**src/rtl/mem_hex_dumper_pkg.sv**
```systemverilog
// Shared types, ASCII constants and helpers for the memory hex dumper.
// Optional line-address prefix is controlled by DUMPER_ADDR_PREFIX_EN.
package mem_dump_pkg;

    typedef enum logic [3:0] {
        ST_IDLE = 4'd0,
        ST_PFX  = 4'd1,
        ST_REQ  = 4'd2,
        ST_WAIT = 4'd3,
        ST_HI   = 4'd4,
        ST_LO   = 4'd5,
        ST_SEP  = 4'd6,
        ST_CR   = 4'd7,
        ST_LF   = 4'd8,
        ST_FIN  = 4'd9
    } state_e;

    localparam logic [7:0] SP    = 8'h20;
    localparam logic [7:0] CR    = 8'h0D;
    localparam logic [7:0] LF    = 8'h0A;
    localparam logic [7:0] COLON = 8'h3A;

    // Uppercase ASCII hex digit for one nibble.
    function automatic logic [7:0] nib2ascii(input logic [3:0] nib);
        logic [7:0] res;
        if (nib < 4'd10) begin
            res = 8'h30 + {4'h0, nib};
        end else begin
            res = 8'h37 + {4'h0, nib};
        end
        return res;
    endfunction

    // States in which a character is offered on the byte stream.
    function automatic logic is_emit(input state_e st);
        logic res;
        case (st)
            ST_PFX, ST_HI, ST_LO, ST_SEP, ST_CR, ST_LF: res = 1'b1;
            default:                                    res = 1'b0;
        endcase
        return res;
    endfunction

endpackage

```
**src/rtl/mem_hex_dumper_if.sv**
```systemverilog
// Memory read port plus ASCII byte stream used by the hex dumper.
// master = dumper side, slave = memory/UART side.
interface mem_hex_dumper_if #(
    parameter int ADDR_W = 16
);
    logic              mem_req;
    logic [ADDR_W-1:0] mem_addr;
    logic [7:0]        mem_rdata;
    logic [7:0]        tx_data;
    logic              tx_valid;
    logic              tx_ready;

    modport master (
        output mem_req,
        output mem_addr,
        input  mem_rdata,
        output tx_data,
        output tx_valid,
        input  tx_ready
    );

    modport slave (
        input  mem_req,
        input  mem_addr,
        output mem_rdata,
        input  tx_data,
        input  tx_valid,
        output tx_ready
    );
endinterface

```
**src/rtl/mem_hex_dumper_hex_nibble_mux.sv**
```systemverilog
// Picks one nibble either from the data byte (high/low) or from the
// line address (digit index counted from the most significant digit)
// and converts it to an uppercase ASCII hex character.
module hex_nibble_mux
    import mem_dump_pkg::*;
#(
    parameter int ADDR_W = 16,
    parameter int NDIG   = 4,
    parameter int SEL_W  = 3
) (
    input  logic [7:0]        byte_in,
    input  logic [ADDR_W-1:0] addr_in,
    input  logic              use_addr,
    input  logic [SEL_W-1:0]  digit_sel,
    input  logic              lo_nib,
    output logic [7:0]        ascii
);

    localparam int PAD_W = NDIG * 4;

    logic [PAD_W-1:0] addr_pad_s;
    logic [3:0]       addr_nib_s;
    logic [3:0]       nib_s;

    assign addr_pad_s = PAD_W'(addr_in);

    // Select the addressed hex digit of the line address.
    always_comb begin
        addr_nib_s = 4'h0;
        for (int i = 0; i < NDIG; i++) begin
            addr_nib_s = (digit_sel == SEL_W'(i)) ? addr_pad_s[(NDIG-1-i)*4 +: 4] : addr_nib_s;
        end
    end

    // Choose between address digit and data nibble.
    always_comb begin
        nib_s = 4'h0;
        if (use_addr) begin
            nib_s = addr_nib_s;
        end else if (lo_nib) begin
            nib_s = byte_in[3:0];
        end else begin
            nib_s = byte_in[7:4];
        end
    end

    assign ascii = nib2ascii(nib_s);

endmodule

```
**src/rtl/mem_hex_dumper.sv**
```systemverilog
// Reads a memory range through a one-cycle-latency read port and streams
// it as ASCII hex text lines ("XX XX ..\r\n") over a valid/ready port.
// Defining DUMPER_ADDR_PREFIX_EN prefixes each line with "AAAA: ".
module mem_hex_dumper
    import mem_dump_pkg::*;
#(
    parameter int ADDR_W         = 16,
    parameter int BYTES_PER_LINE = 16
) (
    input  logic              clk,
    input  logic              rst_n,
    input  logic              start,
    input  logic [ADDR_W-1:0] start_addr,
    input  logic [ADDR_W:0]   length,
    mem_hex_dumper_if.master  bus,
    output logic              busy,
    output logic              done
);

    localparam int NDIG    = (ADDR_W + 3) / 4;
    localparam int PFX_LEN = NDIG + 2;
    localparam int PI_W    = $clog2(PFX_LEN);
    localparam int RW      = ADDR_W + 1;
    localparam int LC_W    = $clog2(BYTES_PER_LINE + 1);

`ifdef DUMPER_ADDR_PREFIX_EN
    localparam state_e LINE_ST = ST_PFX;
`else
    localparam state_e LINE_ST = ST_REQ;
`endif

    state_e            state_r,     state_nx_s;
    logic [ADDR_W-1:0] cur_addr_r,  cur_addr_nx_s;
    logic [RW-1:0]     remaining_r, remaining_nx_s;
    logic [LC_W-1:0]   line_cnt_r,  line_cnt_nx_s;
    logic [PI_W-1:0]   pfx_idx_r,   pfx_idx_nx_s;
    logic [7:0]        byte_r,      byte_nx_s;

    logic              tx_valid_r;
    logic [7:0]        tx_data_r;
    logic              mem_req_r;
    logic [ADDR_W-1:0] mem_addr_r;
    logic              busy_r;
    logic              done_r;

    logic              fire_s;
    logic              accept_s;
    logic [LC_W-1:0]   line_inc_s;
    logic [7:0]        nib_ascii_s;
    logic [7:0]        char_s;

    assign fire_s     = tx_valid_r & bus.tx_ready;
    assign accept_s   = (state_r == ST_IDLE) & start & ~busy_r;
    assign line_inc_s = line_cnt_r + LC_W'(1);

    // Next-state and datapath-next logic of the dump sequencer.
    always_comb begin
        state_nx_s     = state_r;
        cur_addr_nx_s  = cur_addr_r;
        remaining_nx_s = remaining_r;
        line_cnt_nx_s  = line_cnt_r;
        pfx_idx_nx_s   = pfx_idx_r;
        byte_nx_s      = byte_r;
        case (state_r)
            ST_IDLE: begin
                if (accept_s) begin
                    cur_addr_nx_s  = start_addr;
                    remaining_nx_s = length;
                    line_cnt_nx_s  = {LC_W{1'b0}};
                    pfx_idx_nx_s   = {PI_W{1'b0}};
                    if (length == {RW{1'b0}}) begin
                        state_nx_s = ST_FIN;
                    end else begin
                        state_nx_s = LINE_ST;
                    end
                end else begin
                    state_nx_s = ST_IDLE;
                end
            end
            ST_PFX: begin
`ifdef DUMPER_ADDR_PREFIX_EN
                if (fire_s) begin
                    if (pfx_idx_r == PI_W'(PFX_LEN - 1)) begin
                        pfx_idx_nx_s = {PI_W{1'b0}};
                        state_nx_s   = ST_REQ;
                    end else begin
                        pfx_idx_nx_s = pfx_idx_r + PI_W'(1);
                    end
                end else begin
                    state_nx_s = ST_PFX;
                end
`else
                state_nx_s = ST_REQ;
`endif
            end
            ST_REQ: begin
                state_nx_s = ST_WAIT;
            end
            ST_WAIT: begin
                byte_nx_s  = bus.mem_rdata;
                state_nx_s = ST_HI;
            end
            ST_HI: begin
                if (fire_s) begin
                    state_nx_s = ST_LO;
                end else begin
                    state_nx_s = ST_HI;
                end
            end
            ST_LO: begin
                if (fire_s) begin
                    cur_addr_nx_s  = cur_addr_r + ADDR_W'(1);
                    remaining_nx_s = remaining_r - RW'(1);
                    line_cnt_nx_s  = line_inc_s;
                    if ((remaining_r == RW'(1)) || (line_inc_s == LC_W'(BYTES_PER_LINE))) begin
                        state_nx_s = ST_CR;
                    end else begin
                        state_nx_s = ST_SEP;
                    end
                end else begin
                    state_nx_s = ST_LO;
                end
            end
            ST_SEP: begin
                if (fire_s) begin
                    state_nx_s = ST_REQ;
                end else begin
                    state_nx_s = ST_SEP;
                end
            end
            ST_CR: begin
                if (fire_s) begin
                    line_cnt_nx_s = {LC_W{1'b0}};
                    state_nx_s    = ST_LF;
                end else begin
                    state_nx_s = ST_CR;
                end
            end
            ST_LF: begin
                if (fire_s) begin
                    if (remaining_r == {RW{1'b0}}) begin
                        state_nx_s = ST_FIN;
                    end else begin
                        state_nx_s = LINE_ST;
                    end
                end else begin
                    state_nx_s = ST_LF;
                end
            end
            ST_FIN: begin
                state_nx_s = ST_IDLE;
            end
            default: begin
                state_nx_s = ST_IDLE;
            end
        endcase
    end

    hex_nibble_mux #(
        .ADDR_W (ADDR_W),
        .NDIG   (NDIG),
        .SEL_W  (PI_W)
    ) u_nib (
        .byte_in   (byte_nx_s),
        .addr_in   (cur_addr_nx_s),
        .use_addr  (state_nx_s == ST_PFX),
        .digit_sel (pfx_idx_nx_s),
        .lo_nib    (state_nx_s == ST_LO),
        .ascii     (nib_ascii_s)
    );

    // Character to present in the state being entered.
    always_comb begin
        char_s = 8'h00;
        case (state_nx_s)
            ST_PFX: begin
                if (pfx_idx_nx_s < PI_W'(NDIG)) begin
                    char_s = nib_ascii_s;
                end else if (pfx_idx_nx_s == PI_W'(NDIG)) begin
                    char_s = COLON;
                end else begin
                    char_s = SP;
                end
            end
            ST_HI, ST_LO: char_s = nib_ascii_s;
            ST_SEP:       char_s = SP;
            ST_CR:        char_s = CR;
            ST_LF:        char_s = LF;
            default:      char_s = 8'h00;
        endcase
    end

    // Sequencer state and datapath registers.
    always_ff @(posedge clk or negedge rst_n) begin
        if (!rst_n) begin
            state_r     <= ST_IDLE;
            cur_addr_r  <= {ADDR_W{1'b0}};
            remaining_r <= {RW{1'b0}};
            line_cnt_r  <= {LC_W{1'b0}};
            pfx_idx_r   <= {PI_W{1'b0}};
            byte_r      <= 8'h00;
        end else begin
            state_r     <= state_nx_s;
            cur_addr_r  <= cur_addr_nx_s;
            remaining_r <= remaining_nx_s;
            line_cnt_r  <= line_cnt_nx_s;
            pfx_idx_r   <= pfx_idx_nx_s;
            byte_r      <= byte_nx_s;
        end
    end

    // Registered outputs; stream outputs follow the state being entered so
    // tx_data stays frozen while the sink stalls.
    always_ff @(posedge clk or negedge rst_n) begin
        if (!rst_n) begin
            tx_valid_r <= 1'b0;
            tx_data_r  <= 8'h00;
            mem_req_r  <= 1'b0;
            mem_addr_r <= {ADDR_W{1'b0}};
            done_r     <= 1'b0;
            busy_r     <= 1'b0;
        end else begin
            tx_valid_r <= is_emit(state_nx_s);
            tx_data_r  <= char_s;
            mem_req_r  <= (state_nx_s == ST_REQ);
            if (state_nx_s == ST_REQ) begin
                mem_addr_r <= cur_addr_nx_s;
            end else begin
                mem_addr_r <= mem_addr_r;
            end
            done_r <= (state_r == ST_FIN);
            if (done_r) begin
                busy_r <= 1'b0;
            end else if (accept_s) begin
                busy_r <= 1'b1;
            end else begin
                busy_r <= busy_r;
            end
        end
    end

    assign bus.tx_valid = tx_valid_r;
    assign bus.tx_data  = tx_data_r;
    assign bus.mem_req  = mem_req_r;
    assign bus.mem_addr = mem_addr_r;
    assign busy         = busy_r;
    assign done         = done_r;

endmodule

```
**src/flat_wrapper.sv**
```systemverilog
// flat-port wrapper written by rule: the top's interface ports become plain ports
module mem_hex_dumper_flat import mem_dump_pkg::*;
#(
    parameter int ADDR_W         = 16,
    parameter int BYTES_PER_LINE = 16
)
  (clk, rst_n, start, start_addr, length, busy, done, bus_mem_req, bus_mem_addr, bus_mem_rdata, bus_tx_data, bus_tx_valid, bus_tx_ready);
  mem_hex_dumper_if #(.ADDR_W(ADDR_W)) bus_i ();
  input  logic clk;
  input  logic rst_n;
  input  logic start;
  input  logic [ADDR_W-1:0] start_addr;
  input  logic [ADDR_W:0] length;
  output logic busy;
  output logic done;
  output wire logic [$bits(bus_i.mem_req)-1:0] bus_mem_req;
  output wire logic [$bits(bus_i.mem_addr)-1:0] bus_mem_addr;
  input wire logic [$bits(bus_i.mem_rdata)-1:0] bus_mem_rdata;
  output wire logic [$bits(bus_i.tx_data)-1:0] bus_tx_data;
  output wire logic [$bits(bus_i.tx_valid)-1:0] bus_tx_valid;
  input wire logic [$bits(bus_i.tx_ready)-1:0] bus_tx_ready;
  assign bus_mem_req = bus_i.mem_req;
  assign bus_mem_addr = bus_i.mem_addr;
  assign bus_i.mem_rdata = bus_mem_rdata;
  assign bus_tx_data = bus_i.tx_data;
  assign bus_tx_valid = bus_i.tx_valid;
  assign bus_i.tx_ready = bus_tx_ready;
  mem_hex_dumper #(.ADDR_W(ADDR_W), .BYTES_PER_LINE(BYTES_PER_LINE)) u_core (.clk(clk), .rst_n(rst_n), .start(start), .start_addr(start_addr), .length(length), .bus(bus_i), .busy(busy), .done(done));
endmodule
```
**config.mk**
```make
export PLATFORM = sky130hd
export DESIGN_NAME = mem_hex_dumper_flat
export DESIGN_NICKNAME = d
export VERILOG_FILES = /design/src/rtl/mem_hex_dumper_pkg.sv /design/src/rtl/mem_hex_dumper_if.sv /design/src/rtl/mem_hex_dumper_hex_nibble_mux.sv /design/src/rtl/mem_hex_dumper.sv /design/src/flat_wrapper.sv
export SDC_FILE = /design/constraint.sdc
export NUM_CORES = 1
export LEC_CHECK = 0
export CAP_MARGIN = 20
export CORE_MARGIN = 5
export CORE_UTILIZATION = 40
export CTS_BUF_LIST = sky130_fd_sc_hd__clkbuf_8
export CTS_CLUSTER_DIAMETER = 50
export CTS_CLUSTER_SIZE = 28
export DETAILED_ROUTE_END_ITERATION = 10
export PLACE_DENSITY_LB_ADDON = 0.1
export SLEW_MARGIN = 20
export SYNTH_ARGS = -nofsm -noshare
export SYNTH_HDL_FRONTEND = slang
export SYNTH_HIERARCHICAL = 1
export SYNTH_SLANG_ARGS = --single-unit
```
**constraint.sdc**
```tcl
create_clock -name clk -period 3.64 [get_ports clk]
set_clock_uncertainty 0.1 [all_clocks]
set_input_delay 0.728 -clock clk [delete_from_list [all_inputs] [get_ports clk]]
set_output_delay 0.728 -clock clk [all_outputs]
set_load 0.01 [all_outputs]
```
# ---- Yosys cells after proc, flatten, opt, wreduce, memory -nomap -nowiden
# Cells that the tools add are included.
# W data, S select, Z words.
dict set report word_totals {
  word_cells 96
  regBits 81
  input_bits 45
}
dict set report classes {
  magnitude_cmp 2
  bitwise_logic 4
  n_eq_ne 25
  mux 36
  addsub 5
  n_reduce_logical 12
}
# cell n
set op_table {}
lappend op_table {{$mux W4} 11}
lappend op_table {{$pmux W8 S5} 1}
lappend op_table {{$pmux W4 S9} 1}
lappend op_table {{$logic_not A17 Y1} 2}
lappend op_table {{$mux W17} 2}
lappend op_table {{$pmux W17 S2} 1}
lappend op_table {{$eq A4 B3 Y1 const B} 8}
lappend op_table {{$mux W16} 2}
lappend op_table {{$pmux W16 S2} 1}
lappend op_table {{$mux W5} 4}
lappend op_table {{$eq A17 B1 Y1 const B} 1}
lappend op_table {{$sub A17 B1 Y17 const B} 1}
lappend op_table {{$add A16 B1 Y16 const B} 1}
lappend op_table {{$mux W8} 2}
lappend op_table {{$pmux W5 S3} 1}
lappend op_table {{$add A6 B4 Y7 const A} 2}
lappend op_table {{$eq A4 B2 Y1 const B} 3}
lappend op_table {{$eq A4 B4 Y1 const B} 3}
lappend op_table {{$mux W3} 3}
lappend op_table {{$eq A4 B1 Y1 const B} 2}
lappend op_table {{$mux W7} 1}
lappend op_table {{$eq A3 B2 Y1 const B} 2}
lappend op_table {{$ne A2 B1 Y1 const B} 3}
lappend op_table {{$reduce_or A6 Y1} 1}
lappend op_table {{other kinds (18)} 25}

# ---- Logic depth before layout (Yosys ltp)
# Gate-level depths: netlist of the first run.
dict set report logic_depth {
  word_depth 15
  depth_mapped 14
  mapped_depth_nobuf 13
}

# ---- Modules after synthesis
# The synthesis of the first run kept the hierarchy.
# mod instances area_per_inst_um2 cells_each
set by_module_without_submodules {}
lappend by_module_without_submodules {mem_hex_dumper 1 4177.8 417}
lappend by_module_without_submodules {hex_nibble_mux 1 329.1 43}

# ---- Worst setup path before layout of the first run
# OpenSTA, ideal clock, no wires.
dict set report synth_path {
  path_kind {input to register}
  start {input port bus_tx_ready}
  end {register u_core.tx_data_r[6] (netlist: u_core/bus.tx_data[6])}
  setup_slack_ps 815
  t_arrival_ps 2606
  path_stages 12
  path_cell_list {and2_1 -> buf_4 -> xnor2_1 -> nor3_1 -> clkbuf_1 -> mux2i_1 -> o22ai_1 -> nor2_1 -> ha_1 -> o21ai_0 -> and2_1 -> and2_1}
}
dict set report synth_via {
  elab_chain_cells 12
  word_cells_on_any_way 28
  cone_classes {add/sub: 2; order compare: 1; eq/ne: 6; mux: 17; bitwise: 1; reduce/logical: 1}
}
# element line_no
set synth_rtl {}
lappend synth_rtl {{from (decl)} flat_wrapper.sv:21} ;# input wire logic [$bits(bus_i.tx_ready)-1:0] bus_tx_ready;
lappend synth_rtl {{$and A1 B1 Y1 (*)} mem_hex_dumper.sv:52} ;# assign fire_s = tx_valid_r & bus.tx_ready;
lappend synth_rtl {{$mux W16} mem_hex_dumper.sv:111} ;# if (fire_s) begin
lappend synth_rtl {{$pmux W16 S2} mem_hex_dumper.sv:64} ;# case (state_r)
lappend synth_rtl {{$mux W4 (4 in a row)} mem_hex_dumper_hex_nibble_mux.sv:31} ;# addr_nib_s = (digit_sel == SEL_W'(i)) ? addr_pad_s[(NDIG-1-i)*4 +: 4] : addr_nib_s;
lappend synth_rtl {{$mux W4 (*)} mem_hex_dumper_hex_nibble_mux.sv:38} ;# if (use_addr) begin
lappend synth_rtl {{$add A6 B4 Y7 (tied with other cells)} mem_hex_dumper_pkg.sv:29} ;# res = 8'h37 + {4'h0, nib};
lappend synth_rtl {{$mux W7 (*)} mem_hex_dumper_pkg.sv:26} ;# if (nib < 4'd10) begin
lappend synth_rtl {{net u_core.nib_ascii_s[6]} mem_hex_dumper.sv:49} ;# logic [7:0] nib_ascii_s;
lappend synth_rtl {{$mux W8} mem_hex_dumper.sv:177} ;# if (pfx_idx_nx_s < PI_W'(NDIG)) begin
lappend synth_rtl {{$pmux W8 S5 (*)} mem_hex_dumper.sv:175} ;# case (state_nx_s)
lappend synth_rtl {{net u_core.char_s[6]} mem_hex_dumper.sv:50} ;# logic [7:0] char_s;
lappend synth_rtl {{to (signal assigned)} mem_hex_dumper.sv:224} ;# tx_data_r <= char_s;
lappend synth_rtl {{to (decl)} mem_hex_dumper.sv:40} ;# logic [7:0] tx_data_r;
# The timed path passes the listed nets; every way through them passes the cells marked *.
# A chain may end at the register's enable or synchronous reset.

# ---- Final worst setup path of the first run
dict set report layout_path {
  start {input port bus_tx_ready}
  end {register u_core.tx_data_r[1] (netlist: u_core/bus.tx_data[1])}
}
# The elaborated chain is that of the path after synthesis.

==> results.json, run 1 <==
{
  "power_mw": 4.17,
  "tritoncts": "built",
  "grt_pass1_wl_mm": 19.6,
  "start_util_pct": 41.2,
  "status": "complete, no violations",
  "ant_nets": 0,
  "drt-initial-drc-count": 205,
  "cts-root-buf": "clkbuf_8",
  "clk_latency_ps": 360,
  "cp_data_required_time_ps": 3820,
  "synth_area_um2": 4510,
  "ys_ff_latch": 81,
  "cp_cell_sequence": "clkdlybuf4s50_1, and2_1, xnor2_1, nor3_1, buf_4, mux2i_1, o22ai_1, nor2_1, ha_1, a21oi_2, nand2_1, a21oi_1",
  "diodes": 0,
  "ys_seq_area_share_pct": 45.0,
  "syn_area_per_cell_um2": 9.80,
  "timing.final.crit_share_pct": 80.9,
  "fp.dieH_um": 116,
  "slowest_delay_ps": 460,
  "setup_viol_count_final": 0,
  "num_rows": 38,
  "ys.flop_type": "dfrtp_1",
  "finish.instance_area_um2": 5610,
  "remaining_drc_errors": 0,
  "cts_setup_buffers": 0,
  "overflow": 0,
  "via_per_inst": 5.60,
  "finalMaxSlewViolations": 0,
  "fmax_mhz": 340,
  "path_buf_inv": 2,
  "drtPass1Iterations": 5,
  "cts_resized": 0,
  "start_kind": "input pin",
  "hp-class": "in -> async",
  "finalHoldViolations": 0,
  "final_cells": 688,
  "final_common_cell": "dfrtp_1",
  "power.density_nw_per_um2": 744,
  "slew_headroom_pct": 46.5,
  "rsz0062_at_grt": "false",
  "fin_crit_ps": 2940,
  "ys_async_sr_fraction_pct": 100,
  "dpl.hpwl_mm": 8.60,
  "dieArea_um2": 13500,
  "fillers": 981,
  "grt_antenna_before_repair": 0,
  "crit_path_end_kind": "flip-flop",
  "critPathKind": "in -> reg",
  "ys_warn_count": 6,
  "path_clk_slew_ps": 90,
  "cts_hold_buf": 0,
  "synth_cell_type_count": 71,
  "core-area_um2": 10900,
  "grt_usage_pct": 18.5,
  "die-width_um": 116,
  "wirelength_mm": 12.0,
  "cts_sinks": 81,
  "clockBufferDepth": 2,
  "ir_drop_v": 0.000371,
  "grt_max_degree": 82,
  "placed_area_um2": 5410,
  "post_drt_wl_per_cell_um": 17.4,
  "critPathTopFamily": "simple AND/OR/NAND/NOR gates",
  "dpl.cell_count": 672,
  "fin_tns_setup_ps": 0,
  "synth_cells": 460,
  "cp_slowest_cell": "clkdlybuf4s50_1",
  "crit_fanout": 5,
  "synth_edf_count": 0,
  "routabilityCongestion": 0.872,
  "vias": 3852,
  "pin_count": 73,
  "maxCapViolCount": 0,
  "p_leak_nw": 2.34,
  "final_nets": 594,
  "cp.arrival_ps": 3120,
  "areaGrowthSynthToFinish_pct": 24.4,
  "io_buffers": 72,
  "numCtsBuffers": 9,
  "htreeDepth": 3,
  "drive_gt1_share_pct": 13.0,
  "worstMarginPinSlew_ps": 798,
  "final_cell_mix": "dfrtp_1, clkdlybuf4s50_1, nand2_1",
  "grt_pass1_vias": 3846
}
## layout make-up
class                   instances  area (um2)  area share, %
repair buffers                 87         835           14.9
flip-flops and latches         81        2030           36.2
inverters                      15        56.3           1.00
multi-input cells             349        2320           41.3
clock inverters                 7        71.3           1.27
well taps                     140         175           3.12
clock buffers                   9         124           2.21
## sequential cells by signal, indices dropped and copies added (netlist names), 3 cells and up
name and flops:
u_core/remaining_r 17, u_core/bus.mem_addr 16, u_core/cur_addr_r 16, u_core/bus.tx_data 8
u_core/byte_r 8, u_core/line_cnt_r 5, u_core/state_r 4, u_core/pfx_idx_r 3
## worst paths after layout
kind | from | endpoint | slack [ps] | cells after the start
max | bus_tx_ready | u_core/bus.tx_data[1] | 700 | 12
min | rst_n | u_core/remaining_r[8] | 300 | 1
min in group clk | u_core/done | u_core/busy | 320 | 1
max reg2reg | u_core/state_r[0] | u_core/bus.tx_data[1] | 770 | 11
max in group asynchronous | rst_n | u_core/bus.tx_data[7] | 2610 | 1
min reg2reg | u_core/done | u_core/busy | 320 | 1
## stage by stage
| stage | hold WS, ps | worst slack (ps) | util (%) |
|---|---|---|---|
| 2_1_floorplan | 332 | 815 | - |
| 3_3_place_gp | 315 | 414 | 49.4 |
| 4_1_cts | 325 | 697 | 51.2 |
| 5_1_grt | 332 | 456 | 51.3 |
| 6_report | 302 | 697 | 51.3 |
| 3_5_place_dp | 314 | 323 | 49.4 |
## cells in the mapped netlist, types with 3 or more instances
library cell	instances	area, um2
and3_1	7	43.8
o311ai_0	6	52.6
and2_1	11	68.8
o211ai_1	4	30.0
ha_1	6	75.1
a22oi_1	8	60.1
a31oi_1	4	25.0
buf_2	3	15.0
nor4_1	8	50.1
a32oi_1	3	26.3
nand2b_1	3	18.8
a21oi_1	26	130
mux2i_1	11	110
xnor2_1	6	52.6
buf_6	3	33.8
nand2_1	46	173
mux2_4	9	135
inv_1	14	52.6
nor3_1	17	85.1
nand3_1	16	80.1
nor2_1	36	135
mux2_2	15	169
nand4_1	3	18.8
dfrtp_1	81	2030
a21o_1	3	22.5
o22ai_1	5	31.3
a21oi_2	3	26.3
a221o_1	3	30.0
o21ai_0	38	190
clkbuf_1	12	45.0
## worst reg2reg max path, delay by kind of cell (launching register included)
kind,cells,cell delay (ps)
muxes,2,510
adders and majority gates,1,310
and+or+nand+nor,4,630
buffers and inverters,1,200
AOI/OAI and AO/OA,3,430
DFF,1,630
## per-layer routing
metal / routed length [um] / vias to the layer above / global-route usage (%) / part of all wire, %
met4: 278 / 0 / 6.65 / 2.3
met1: 5440 / 1874 / 24.9 / 45
met3: 674 / 19 / 4.87 / 5.6
met5: 0 / - / 0 / 0
met2: 5600 / 117 / 29.0 / 47
li1: - / 1842 / - / -
## power breakdown
group	leakage, nW	total (mW)	switching, mW	internal (mW)
Clock	0.0970	0.661	0.344	0.317
Combinational	1.21	1.93	0.984	0.945
Sequential	1.03	1.58	0.330	1.25
Total	2.34	4.17	1.66	2.51
## cell families (layout without fill, tap and decap cells)
group,after synthesis,in the layout,share of synthesized area (%)
compound gates,119,119,16.8
mux,37,37,10.3
buf+inv,37,118,4.19
xor+xnor,8,8,1.55
simple gates,170,170,20.4
fa+ha+maj,6,6,1.67
flops,81,81,45.0
other cells,2,9,0.167
No activity file was read; power rests on OpenSTA's default activity.
==> run 2: changes to the inputs <==
- clock period: 3.64 -> 2.95 ns (I/O delays scaled with it)
==> results.json, run 2 (synthesized netlist as in run 1, its figures left out) <==
{
  "num_rows": 38,
  "top_register": "u_core/remaining_r",
  "worst_slack_ps": 270,
  "pre_cts_slack_ps": -61.2,
  "dpl.cell_count": 696,
  "post_drt_wl_per_cell_um": 17.7,
  "intPower_mw": 3.30,
  "pin_count": 73,
  "fin_crit_ps": 2680,
  "critPathKind": "reg -> reg",
  "cts_setup_buffers": 0,
  "vias": 3843,
  "seqPwrFrac_pct": 35.8,
  "r2r_cells": 9,
  "wirelength_mm": 12.6,
  "setup_viol_count_final": 0,
  "cp_slowest_cell": "dfrtp_1",
  "netSwitchingPower_mw": 2.09,
  "tritoncts": "built",
  "combPwrFrac_pct": 48.0,
  "grt_pass1_vias": 3874,
  "ant_nets": 0,
  "fp.dieH_um": 116,
  "drt-initial-drc-count": 308,
  "multiInputGateArea_um2": 2320,
  "r2r-end": "u_core/bus.tx_data[6]",
  "drive_gt1_share_pct": 16.4,
  "cts-root-buf": "clkbuf_8",
  "final_cells": 712,
  "grt_usage_pct": 19.5,
  "via_per_inst": 5.40,
  "start_kind": "flip-flop",
  "fillers": 1028,
  "cp.arrival_ps": 2830,
  "ff2ff_setup_slack_ps": 270,
  "clockBufferDepth": 2,
  "io_buffers": 72,
  "dpl.hpwl_mm": 9.11,
  "largest_register_ffs": 17,
  "routabilityCongestion": 0.897,
  "grt_pass1_wl_mm": 20.3,
  "grt_antenna_before_repair": 0,
  "hp-class": "in -> async",
  "slew_headroom_pct": 51.3,
  "cts_sinks": 81,
  "worst_path_most_repeated_cell": "and2_1",
  "power.density_nw_per_um2": 928,
  "timing.final.crit_share_pct": 90.9,
  "rsz0062_at_grt": "false",
  "slowest_delay_ps": 550,
  "worstMarginPinSlew_ps": 724,
  "cp_data_required_time_ps": 3100,
  "final_common_cell": "dfrtp_1",
  "clk_latency_ps": 370,
  "finalHoldViolations": 0,
  "diodes": 0,
  "maxCapViolCount": 0,
  "drtPass1Iterations": 4,
  "htreeDepth": 3,
  "status": "complete, no violations",
  "finalMaxSlewViolations": 0,
  "grt_max_degree": 47,
  "crit_fanout": 14,
  "regArea_um2": 2030,
  "areaGrowthSynthToFinish_pct": 28.8,
  "remaining_drc_errors": 0,
  "numCtsBuffers": 9,
  "path_clk_slew_ps": 80,
  "rr_startpoint": "u_core/state_r[2]",
  "p_leak_nw": 2.48,
  "overflow": 0,
  "final_cell_mix": "dfrtp_1, clkdlybuf4s50_1, nand2_1",
  "cp_cell_sequence": "nor3_2, buf_4, mux2_2, mux2i_1, o22ai_1, nor2_1, o21ai_0, and2_1, and2_1",
  "ir_drop_v": 0.000400,
  "fmax_mhz": 373,
  "start_util_pct": 41.2,
  "die-width_um": 116,
  "cts_resized": 0,
  "dieArea_um2": 13500,
  "final_nets": 618,
  "swShare_pct": 38.8,
  "cts_hold_buf": 0,
  "power_frac_clock_pct": 16.2,
  "crit_path_end_kind": "flip-flop",
  "core-area_um2": 10900
}
## run 2: changes by cell type in the layout (fill, tap and decap cells not counted), sizes merged
cell	change
buf	+24
clkinvlp	-2
clkbuf	+3
clkinv	-1
## run 2: worst max path at each step
stage,start,end,slack (ps)
4_1_cts,u_core/state_r[2],u_core/bus.tx_data[6],300
3_3_place_gp,bus_tx_ready,u_core/bus.tx_data[6],-30
6_report,u_core/state_r[2],u_core/bus.tx_data[6],270
3_5_place_dp,bus_tx_ready,u_core/bus.tx_data[6],-60
2_1_floorplan,bus_tx_ready,u_core/bus.tx_data[6],260
5_1_grt,bus_tx_ready,u_core/bus.tx_data[6],8
## run 2: layer usage
metal	wire, um	vias up	global-route usage, %
met3	693	15	3.63
met5	0	-	0
li1	-	1888	-
met2	5900	111	30.7
met4	243	0	7.81
met1	5760	1829	26.7
## run 2: power by group through the flow
stage,combinational (mW),clock [mW],sequential (mW)
detailed placement,2.59,0,1.94
CTS,2.60,0.894,1.92
global route,2.84,0.941,2.00
global placement,2.55,0,1.93
floorplan,1.62,0,1.91
finish,2.59,0.873,1.93
## run 2: critical path, delay by kind of cell (launching register included)
family / cells / cell delay, ps
buf+inv: 1 / 200
mux: 2 / 500
flops: 1 / 550
compound gates: 2 / 330
simple gates: 4 / 880
## run 2: per-stage QoR
| step | area (um2) | utilization [%] | power, mW | TNS [ps] | hold WS [ps] |
|---|---|---|---|---|---|
| 2_1_floorplan | 4530 | - | 3.53 | 0 | 194 |
| 3_3_place_gp | 5600 | 51.2 | 4.48 | -25.4 | 323 |
| 3_5_place_dp | 5600 | 51.2 | 4.53 | -756 | 319 |
| 4_1_cts | 5810 | 53.1 | 5.42 | 0 | 138 |
| 5_1_grt | 5810 | 53.1 | 5.78 | 0 | 170 |
| 6_report | 5810 | 53.1 | 5.39 | 0 | 133 |
## run 2: final cells by class
cell class / count / share of cell area, %
Clock buffer: 12 / 2.84
Clock inverter: 4 / 0.733
Inverter: 15 / 0.970
Multi-Input combinational cell: 349 / 39.9
Sequential cell: 81 / 34.9
Tap cell: 140 / 3.02
Timing Repair Buffer: 111 / 17.6
==> run 3: changes to the inputs <==
- CORE_UTILIZATION: 40 -> 55
- RECOVER_POWER: unset -> 100
- SYNTH_HIERARCHICAL: 1 -> unset
==> results.json, run 3 <==
{
  "status": "finished, violations left",
  "violations": "max-capacitance violations, max-slew violations",
  "synth.area.mux_share_pct": 8.11,
  "cts_sinks": 77,
  "synth_compound_area_share_pct": 20.3,
  "synth_commonest_cells": "dfrtp_1, nand2_1, nor2_1",
  "tritoncts": "built",
  "clockBufferDepth": 2,
  "final_cell_mix": "dfrtp_1, buf_4, clkdlybuf4s50_1",
  "grt_usage_pct": 27.1,
  "timing.final.crit_share_pct": 95.3,
  "fin_tns_setup_ps": 0,
  "ir_drop_v": 0.000691,
  "fin_crit_ps": 2810,
  "cp_slowest_cell": "clkdlybuf4s50_1",
  "slowest_delay_ps": 390,
  "synth_top_area_share_pct": 43.5,
  "synth_xor_xnor_area_share_pct": 0.594,
  "dpl.hpwl_mm": 9.34,
  "start_util_pct": 57.0,
  "synth-simple-area-share_pct": 21.9,
  "fillers": 529,
  "crit_path_end_kind": "flip-flop",
  "cts-root-buf": "clkbuf_8",
  "post_drt_wl_per_cell_um": 18.9,
  "synth_adder_area_share_pct": 1.70,
  "cp.arrival_ps": 2950,
  "ys_seq_area_share_pct": 43.5,
  "core-area_um2": 7770,
  "diodes": 0,
  "cts_hold_buf": 0,
  "final_common_cell": "dfrtp_1",
  "synth_top_area_cell": "dfrtp_1",
  "synth_edf_count": 0,
  "p_leak_nw": 2.69,
  "routabilityCongestion": 0.938,
  "crit_fanout": 6,
  "finalMaxSlewViolations": 43,
  "synth_most_common_cell": "dfrtp_1",
  "num_rows": 32,
  "pre_cts_slack_ps": -589,
  "via_per_inst": 6.27,
  "final_nets": 639,
  "die-width_um": 99.7,
  "power.density_nw_per_um2": 925,
  "fmax_mhz": 356,
  "path_clk_slew_ps": 90,
  "synth_nets": 506,
  "grt_pass1_vias": 4376,
  "maxCapViolCount": 1,
  "vias": 4357,
  "ys_warn_count": 0,
  "synth_cells": 455,
  "largest_register_ffs": 17,
  "ys.flop_type": "dfrtp_1",
  "grt_antenna_before_repair": 0,
  "ys_async_sr_fraction_pct": 100,
  "path_buf_inv": 1,
  "critPathKind": "in -> reg",
  "top_register": "u_core.remaining_r",
  "hp-class": "reg -> reg",
  "cp_cell_sequence": "clkdlybuf4s50_1, nor3b_4, and2_4, and3_4, o31ai_4, mux2i_1, ha_2, nand2_2, a211oi_2, a21oi_2, a2111oi_2, a31oi_1",
  "remaining_drc_errors": 0,
  "htreeDepth": 3,
  "slew_headroom_pct": -58.5,
  "grt_pass1_wl_mm": 21.5,
  "drive_gt1_share_pct": 25.1,
  "start_kind": "input pin",
  "setup_viol_count_final": 0,
  "overflow": 0,
  "worst_slack_ps": 138,
  "synth_top_family_by_area": "simple AND/OR/NAND/NOR gates",
  "synth_cell_type_count": 64,
  "syn_area_per_cell_um2": 9.73,
  "worstMarginPinSlew_ps": 2380,
  "areaGrowthSynthToFinish_pct": 38.4,
  "netlist_top_cells_area": "dfrtp_1, mux2_2, nand2_1, o21ai_0, a21oi_1",
  "grt_max_degree": 43,
  "clk_latency_ps": 370,
  "ys_ff_latch": 77,
  "finalHoldViolations": 0,
  "drt-initial-drc-count": 291,
  "dieArea_um2": 9940,
  "ant_nets": 0,
  "critPathTopFamily": "compound AO/OA/AOI/OAI gates",
  "pin_count": 73,
  "fp.dieH_um": 99.7,
  "drtPass1Iterations": 5,
  "io_buffers": 71,
  "wirelength_mm": 13.1,
  "synth_area_um2": 4430,
  "cp_data_required_time_ps": 3080,
  "numCtsBuffers": 9
}
==> run 3: cell types whose count changed after synthesis, sizes merged, moves of 7 or more <==
cell / before / now
and2: 11 / 3
nand2: 46 / 37
nor2: 36 / 29
o21ai: 39 / 26
==> run 3: worst reg2reg max path, stage by stage (launching register included) <==
cell and delay (ps):
dfrtp_1 450, buf_4 200, and4bb_4 420, mux2_2 380, mux2i_1 170, ha_2 260, nand2_2 70, a211oi_2 210
a21oi_2 60, a2111oi_2 280, a31oi_1 80
==> run 3: layout make-up <==
type	count	area [um2]	area share, %
repair buffers	146	1300	21.2
inverters	14	52.6	0.858
clock buffers	9	124	2.02
multi-input cells	340	2460	40.3
flip-flops and latches	77	1930	31.5
well taps	102	128	2.08
clock inverters	7	128	2.08
==> run 3: power breakdown <==
part / internal, mW / total (mW) / switching [mW] / leakage (nW)
combinational: 1.38 / 2.77 / 1.39 / 1.59
clock: 0.577 / 1.02 / 0.444 / 0.127
sequential: 1.47 / 1.88 / 0.411 / 0.982
total: 3.42 / 5.67 / 2.24 / 2.69
==> run 3: stage by stage <==
step	util [%]	hold slack (ps)	total power [mW]	cells	instance area (um2)
3_3_place_gp	73.5	349	4.37	670	5710
6_report	78.8	358	5.67	695	6120
4_1_cts	77.9	120	5.58	695	6050
3_5_place_dp	73.5	332	4.45	670	5710
5_1_grt	78.8	393	6.01	695	6120
2_1_floorplan	-	194	3.38	455	4490
==> run 3: cells by family (layout without fill, tap and decap cells) <==
group                    count (synthesis)  count (layout)
AND/OR/NAND/NOR                        170             170
AO/OA/AOI/OAI                          127             127
buffers and inverters                   38             176
flip-flops                              77              77
multiplexers                            33              33
other                                    1               1
adder cells (fa/ha/maj)                  6               6
XOR/XNOR                                 3               3
==> run 3: metal layers <==
metal / part of all wire, % / GRT usage [%] / vias up
li1: - / - / 2018
met1: 42 / 34.6 / 2096
met2: 49 / 44.6 / 202
met3: 6.2 / 6.03 / 41
met4: 2.6 / 10.8 / 0
met5: 0 / 0 / -
==> run 3: final timing paths <==
| path | start | endpoint | slack (ps) | cells past startpoint |
|---|---|---|---|---|
| worst max-delay path | start | u_core.bus.tx_data[2] | 140 | 12 |
| worst min-delay path | u_core.done | u_core.busy | 360 | 1 |
| worst max register to register | u_core.state_r[2] | u_core.bus.tx_data[2] | 140 | 10 |
| worst min register to register | u_core.done | u_core.busy | 360 | 1 |
| max in group asynchronous | rst_n | u_core.byte_r[1] | 430 | 2 |
| min in group asynchronous | rst_n | u_core.remaining_r[2] | 840 | 1 |
==> run 3: repair_timing <==
item                       4_1_cts  5_1_grt
gates resized for setup         14       24
setup buffers                    9        0
hold endpoints to repair         0        0
gates cloned                     0        0
pin swaps                       13        7
setup endpoints to repair        2        2
